==> config.mk <==
export PLATFORM = sky130hd
export DESIGN_NAME = axilite_master
export DESIGN_NICKNAME = d
export VERILOG_FILES = /design/src/rtl/axilite_pkg.sv /design/src/rtl/axilite_master.sv
export SDC_FILE = /design/constraint.sdc
export NUM_CORES = 1
export LEC_CHECK = 0
export CAP_MARGIN = 10
export CORE_MARGIN = 1
export CORE_UTILIZATION = 38
export CTS_CLUSTER_DIAMETER = 40
export DETAILED_ROUTE_END_ITERATION = 6
export GPL_ROUTABILITY_DRIVEN = 0
export HOLD_SLACK_MARGIN = 0.08
export PLACE_DENSITY_LB_ADDON = 0.3
export SYNTH_ARGS = -nofsm -noshare
export SYNTH_HDL_FRONTEND = slang
export SYNTH_SLANG_ARGS = --single-unit
==> constraint.sdc <==
create_clock -name AXI_ACLK -period 1.7 [get_ports AXI_ACLK]
set_clock_uncertainty 0.1 [all_clocks]
set_input_delay 0.34 -clock AXI_ACLK [delete_from_list [all_inputs] [get_ports AXI_ACLK]]
set_output_delay 0.34 -clock AXI_ACLK [all_outputs]
set_load 0.005 [all_outputs]
==> src/rtl/axilite_pkg.sv <==
// Shared state type and default geometry for the AXI-Lite initiator.
package axilite_pkg;

  localparam int AXIL_ADDR_WIDTH     = 32;
  localparam int AXIL_DATA_WIDTH     = 32;
  localparam int AXIL_TIMEOUT_CYCLES = 16;

  typedef enum logic [2:0] {
    ST_IDLE    = 3'd0,
    ST_WR_REQ  = 3'd1,
    ST_WR_RESP = 3'd2,
    ST_RD_REQ  = 3'd3,
    ST_RD_RESP = 3'd4
  } axilite_mst_state_t;

endpackage

==> src/rtl/axilite_master.sv <==
// AXI-Lite initiator: one single-beat read or write in flight, with a busy-cycle watchdog.
//
//   state      | meaning
//   -----------+---------------------------------------------------------
//   ST_IDLE    | cmd_ready high, waiting for a command
//   ST_WR_REQ  | AW and W channels offered, each retired on its own handshake
//   ST_WR_RESP | BREADY held high until the write response arrives
//   ST_RD_REQ  | AR channel offered
//   ST_RD_RESP | RREADY held high until read data arrives
module axilite_master
  import axilite_pkg::*;
#(
  parameter int ADDR_WIDTH     = AXIL_ADDR_WIDTH,
  parameter int DATA_WIDTH     = AXIL_DATA_WIDTH,
  parameter int TIMEOUT_CYCLES = AXIL_TIMEOUT_CYCLES
) (
  input  logic                  AXI_ACLK,
  input  logic                  AXI_ARESETN,
  input  logic                  cmd_valid,
  output logic                  cmd_ready,
  input  logic                  cmd_write,
  input  logic [ADDR_WIDTH-1:0] cmd_addr,
  input  logic [DATA_WIDTH-1:0] cmd_wdata,
  output logic                  rsp_valid,
  output logic [DATA_WIDTH-1:0] rsp_rdata,
  output logic                  rsp_timeout,
  output logic [ADDR_WIDTH-1:0] AXI_AWADDR,
  output logic                  AXI_AWVALID,
  input  logic                  AXI_AWREADY,
  output logic [DATA_WIDTH-1:0] AXI_WDATA,
  output logic                  AXI_WVALID,
  input  logic                  AXI_WREADY,
  input  logic                  AXI_BVALID,
  output logic                  AXI_BREADY,
  output logic [ADDR_WIDTH-1:0] AXI_ARADDR,
  output logic                  AXI_ARVALID,
  input  logic                  AXI_ARREADY,
  input  logic [DATA_WIDTH-1:0] AXI_RDATA,
  input  logic                  AXI_RVALID,
  output logic                  AXI_RREADY
);

  localparam int CNT_W = (TIMEOUT_CYCLES > 0) ? $clog2(TIMEOUT_CYCLES + 1) : 1;
  localparam logic [CNT_W-1:0] CNT_LIMIT = CNT_W'(TIMEOUT_CYCLES);

  axilite_mst_state_t state_q, state_d;

  logic                  awvalid_q, awvalid_d;
  logic                  wvalid_q, wvalid_d;
  logic                  arvalid_q, arvalid_d;
  logic                  bready_q, bready_d;
  logic                  rready_q, rready_d;
  logic                  rsp_valid_q, rsp_valid_d;
  logic                  rsp_timeout_q, rsp_timeout_d;
  logic [ADDR_WIDTH-1:0] awaddr_q, awaddr_d;
  logic [ADDR_WIDTH-1:0] araddr_q, araddr_d;
  logic [DATA_WIDTH-1:0] wdata_q, wdata_d;
  logic [DATA_WIDTH-1:0] rdata_q, rdata_d;
  logic [CNT_W-1:0]      cnt_q, cnt_d, cnt_inc;
  logic                  busy, completing, timeout_hit;

  always_ff @(posedge AXI_ACLK) begin
    if (!AXI_ARESETN) begin
      state_q       <= ST_IDLE;
      awvalid_q     <= 1'b0;
      wvalid_q      <= 1'b0;
      arvalid_q     <= 1'b0;
      bready_q      <= 1'b0;
      rready_q      <= 1'b0;
      rsp_valid_q   <= 1'b0;
      rsp_timeout_q <= 1'b0;
      awaddr_q      <= '0;
      araddr_q      <= '0;
      wdata_q       <= '0;
      rdata_q       <= '0;
      cnt_q         <= '0;
    end else begin
      state_q       <= state_d;
      awvalid_q     <= awvalid_d;
      wvalid_q      <= wvalid_d;
      arvalid_q     <= arvalid_d;
      bready_q      <= bready_d;
      rready_q      <= rready_d;
      rsp_valid_q   <= rsp_valid_d;
      rsp_timeout_q <= rsp_timeout_d;
      awaddr_q      <= awaddr_d;
      araddr_q      <= araddr_d;
      wdata_q       <= wdata_d;
      rdata_q       <= rdata_d;
      cnt_q         <= cnt_d;
    end
  end

  always_comb begin
    state_d       = state_q;
    awvalid_d     = awvalid_q;
    wvalid_d      = wvalid_q;
    arvalid_d     = arvalid_q;
    bready_d      = bready_q;
    rready_d      = rready_q;
    rsp_valid_d   = 1'b0;
    rsp_timeout_d = 1'b0;
    awaddr_d      = awaddr_q;
    araddr_d      = araddr_q;
    wdata_d       = wdata_q;
    rdata_d       = rdata_q;
    cnt_d         = cnt_q;

    busy        = (state_q != ST_IDLE);
    // cnt_inc counts the current busy cycle, so the limit trips on the last allowed one
    cnt_inc     = (cnt_q == CNT_LIMIT) ? cnt_q : cnt_q + CNT_W'(1);
    timeout_hit = (TIMEOUT_CYCLES != 0) && busy && (cnt_inc == CNT_LIMIT);
    completing  = ((state_q == ST_WR_RESP) && AXI_BVALID) ||
                  ((state_q == ST_RD_RESP) && AXI_RVALID);

    if (busy) begin
      cnt_d = cnt_inc;
    end

    case (state_q)
      ST_IDLE: begin
        if (cmd_valid) begin
          cnt_d = '0;
          if (cmd_write) begin
            awaddr_d  = cmd_addr;
            wdata_d   = cmd_wdata;
            awvalid_d = 1'b1;
            wvalid_d  = 1'b1;
            state_d   = ST_WR_REQ;
          end else begin
            araddr_d  = cmd_addr;
            arvalid_d = 1'b1;
            state_d   = ST_RD_REQ;
          end
        end
      end
      ST_WR_REQ: begin
        awvalid_d = awvalid_q & ~AXI_AWREADY;
        wvalid_d  = wvalid_q & ~AXI_WREADY;
        if (!awvalid_d && !wvalid_d) begin
          bready_d = 1'b1;
          state_d  = ST_WR_RESP;
        end
      end
      ST_WR_RESP: begin
        if (AXI_BVALID) begin
          bready_d    = 1'b0;
          rsp_valid_d = 1'b1;
          rdata_d     = '0;
          state_d     = ST_IDLE;
        end
      end
      ST_RD_REQ: begin
        if (AXI_ARREADY) begin
          arvalid_d = 1'b0;
          rready_d  = 1'b1;
          state_d   = ST_RD_RESP;
        end
      end
      ST_RD_RESP: begin
        if (AXI_RVALID) begin
          rready_d    = 1'b0;
          rsp_valid_d = 1'b1;
          rdata_d     = AXI_RDATA;
          state_d     = ST_IDLE;
        end
      end
      default: state_d = ST_IDLE;
    endcase

    // A response arriving on the limit cycle still counts as a normal completion.
    if (timeout_hit && !completing) begin
      awvalid_d     = 1'b0;
      wvalid_d      = 1'b0;
      arvalid_d     = 1'b0;
      bready_d      = 1'b0;
      rready_d      = 1'b0;
      rsp_valid_d   = 1'b1;
      rsp_timeout_d = 1'b1;
      rdata_d       = '0;
      state_d       = ST_IDLE;
    end
  end

  assign cmd_ready   = (state_q == ST_IDLE);
  assign rsp_valid   = rsp_valid_q;
  assign rsp_timeout = rsp_timeout_q;
  assign rsp_rdata   = rdata_q;
  assign AXI_AWADDR  = awaddr_q;
  assign AXI_AWVALID = awvalid_q;
  assign AXI_WDATA   = wdata_q;
  assign AXI_WVALID  = wvalid_q;
  assign AXI_BREADY  = bready_q;
  assign AXI_ARADDR  = araddr_q;
  assign AXI_ARVALID = arvalid_q;
  assign AXI_RREADY  = rready_q;

endmodule

==> run metrics <==
pre-CTS WS -0.471 ns; slowest stage cell on the critical path or3_4; Sequential Power Share 41.0%; CP max stage delay about 0.41 ns; hold_buf cts 0; Detail Route Antenna Nets 0; DR vias/cell 5.05; power density cells 933 mW/mm²; nets@finish 998; Max Fclk 0.559 GHz; grt total ovfl 0; Async SR Flop Fraction 0%; Mapped Area 0.00563 mm²; P_sw 2190 µW; largest area contributor in the netlist dfxtp_1; chip width 124 µm; min Tclk post-route around 1.8 ns; DRC errors left 0; Seq/Total Area, Yosys 50.9%; DP Area about 0.0084 mm²; Buffers on Ports 240; post-synth top area share 50.9%; #FFs+latches synth 143; prevailing post-synth register cell dfxtp_1; initial antenna violation count 0; DRT Pass-1 Iters 4; DR iter-0 viols 314; Final Slew Violations 0; cell area after layout 0.00943 mm²; syn_nets 736; routed wire length 17.5 mm; root buffer cell clkbuf_16; Comb pwr share 17.2%; Clock Path Buffers 2; worst hold slack 0.263 ns; Crit path arrival time 2.02 ns; sw frac approximately a quarter; H-tree levels 4; RSZ-0062 raised after global routing true; Layout area overhead 67.6%; Static Leak around 0.0044 µW; hold path start AXI_ARESETN; fin worst setup slack -0.0886 ns; Worst Path Max Fanout 13; Clk pwr share 41.8%; Rel. slew slack between 70% and 80%; HPWL after detailed placement 11.2 mm; endpoints failing setup approximately 120; fillers 1158; CP endpoint kind flop; failing checks negative setup slack; vias about 5500; HP Class input port to flop; setup TNS -5.09 ns; die height 124 µm; most frequent cell on the critical path buf_12; IO Pins 241; vias in the first global route 5228; startpoint types flop; CTS buffer count 17; actual slew at the worst max-slew pin ~0.41 ns; P_int ~6600 µW; worst endpoint required time 1.94 ns; fin crit share 105%; CTS tree done; clock sink total 143; global-route wire length before repair 26.1 mm; GRT Overall Usage 22.1%; Syn Inst Count 629; Final Hold Fails 0; DR WL/cell 16.1 µm; antenna cells 0; critical path, cell by cell or3_4 -> clkinv_4 -> buf_6 -> and3_4 -> buf_12 -> buf_12 -> nand2_1 -> a21boi_1; # rows 44; worst setup path start state_q[0]; Tot Pwr between 8000 and 9000 µW; crit path kind flop to flop; Yosys warnings 0; core area 0.0145 mm²; maximum vdd ir drop 0.633 mV; starting density of the core 38.9%; Distinct cells, synth 43; largest net degree at the start of global routing 53; Post-synth EDFFs 0; layout cells sized above 1 between 10% and 20%; max_cap viols 0; worst reg2reg startpoint state_q[0]; die area 0.0153 mm²; synth top area cells dfxtp_1, nand2_1, a21boi_1; status finished with violations; Worst-path clk slew around 0.06 ns; Avg Inst Size Synth 8.95 µm²; Clock Latency Late Sink between 0.4 and 0.5 ns
[worst max-delay path, delay by kind of cell, from the launching register on]
kind,cells,cell delay (ns)
buffers and inverters,4,0.45
and+or+nand+nor,3,0.70
DFF,1,0.32
AOI/OAI and AO/OA,1,0.13
[worst paths after layout]
kind / endpoint / cells past startpoint / slack [ns]
worst max register to register: AXI_AWADDR[29] / 8 / -0.09
worst max-delay path: AXI_AWADDR[29] / 8 / -0.09
worst min-delay path: cnt_q[3] / 3 / 0.26
worst min register to register: AXI_ARADDR[8] / 2 / 0.35
[cells by family after synthesis]
kind of cell	count (synthesis)	synth area share, %
adder cells (fa/ha/maj)	2	0.445
buffers and inverters	57	5.40
AO/OA/AOI/OAI	159	21.1
XOR/XNOR	1	0.156
AND/OR/NAND/NOR	267	22.0
flip-flops	143	50.9
[power groups by stage]
stage,clock (µW),sequential (µW),combinational [µW]
global placement,0,3670,1340
detailed placement,0,3680,1370
global route,3910,3630,1640
floorplan,0,3690,557
finish,3670,3610,1510
CTS,3740,3610,1470
[routing by layer]
metal,up-vias,track usage [%],part of all wire [%]
li1,2667,-,-
met1,2593,26.2,42
met2,215,37.3,49
met3,19,7.05,7.9
met4,0,8.28,1.5
met5,-,0,0
[through the flow]
stage               utilization (%)  cells
detailed placement             58.0   1039
finish                         65.1   1088
floorplan                         -    629
global placement               58.0   1039
CTS                            63.6   1086
global route                   65.1   1088
[cells in the mapped netlist, types with 2 or more instances]
master,count
nor4bb_1,4
clkbuf_1,27
nand3b_1,2
buf_2,7
o41ai_1,2
or3_1,2
a21boi_0,34
buf_1,2
nand2_1,195
a21boi_1,67
dfxtp_1,143
ha_1,2
nand2b_1,2
nor2b_1,3
a22oi_1,32
buf_6,7
inv_1,6
a21oi_1,7
o21ai_0,6
nand3_1,3
o21ai_1,2
buf_4,6
nor2_1,13
nor3b_1,35
a31oi_1,2
[cell usage in the layout (no fill, tap or decap), types with 26 or more instances in the layout]
cell type	synthesis	routed
buf_4	6	26
dfxtp_1	143	113
nor3b_1	35	34
dlymetal6s2s_1	0	32
nand2_1	195	187
a22oi_1	32	32
clkdlybuf4s50_1	0	103
dfxtp_2	0	29
dlygate4sd2_1	0	103
a21boi_1	67	87
[what timing repair did]
item | CTS | global route
gates resized for setup | 179 | 73
gates cloned | 5 | 4
setup buffers | 11 | 1
endpoints found under the setup margin | 243 | 174
pin swaps | 14 | 16
[cell type report]
cell class	count	area, µm²	share of cell area [%]
inverters	7	33.8	0.358
flip-flops and latches	143	2900	30.8
multi-input cells	432	2690	28.5
repair buffers	290	2990	31.7
clock buffers	19	453	4.80
well taps	184	230	2.44
clock inverters	13	138	1.46
[registers in the layout (all words and copies together), names as in the netlist]
signal       cells
AXI_ARADDR      32
AXI_AWADDR      32
AXI_WDATA       32
rsp_rdata       32
cnt_q            5
state_q          3
AXI_ARVALID      1
AXI_AWVALID      1
AXI_BREADY       1
AXI_RREADY       1
AXI_WVALID       1
rsp_timeout      1
rsp_valid        1
(Power assumes the default switching activity.)
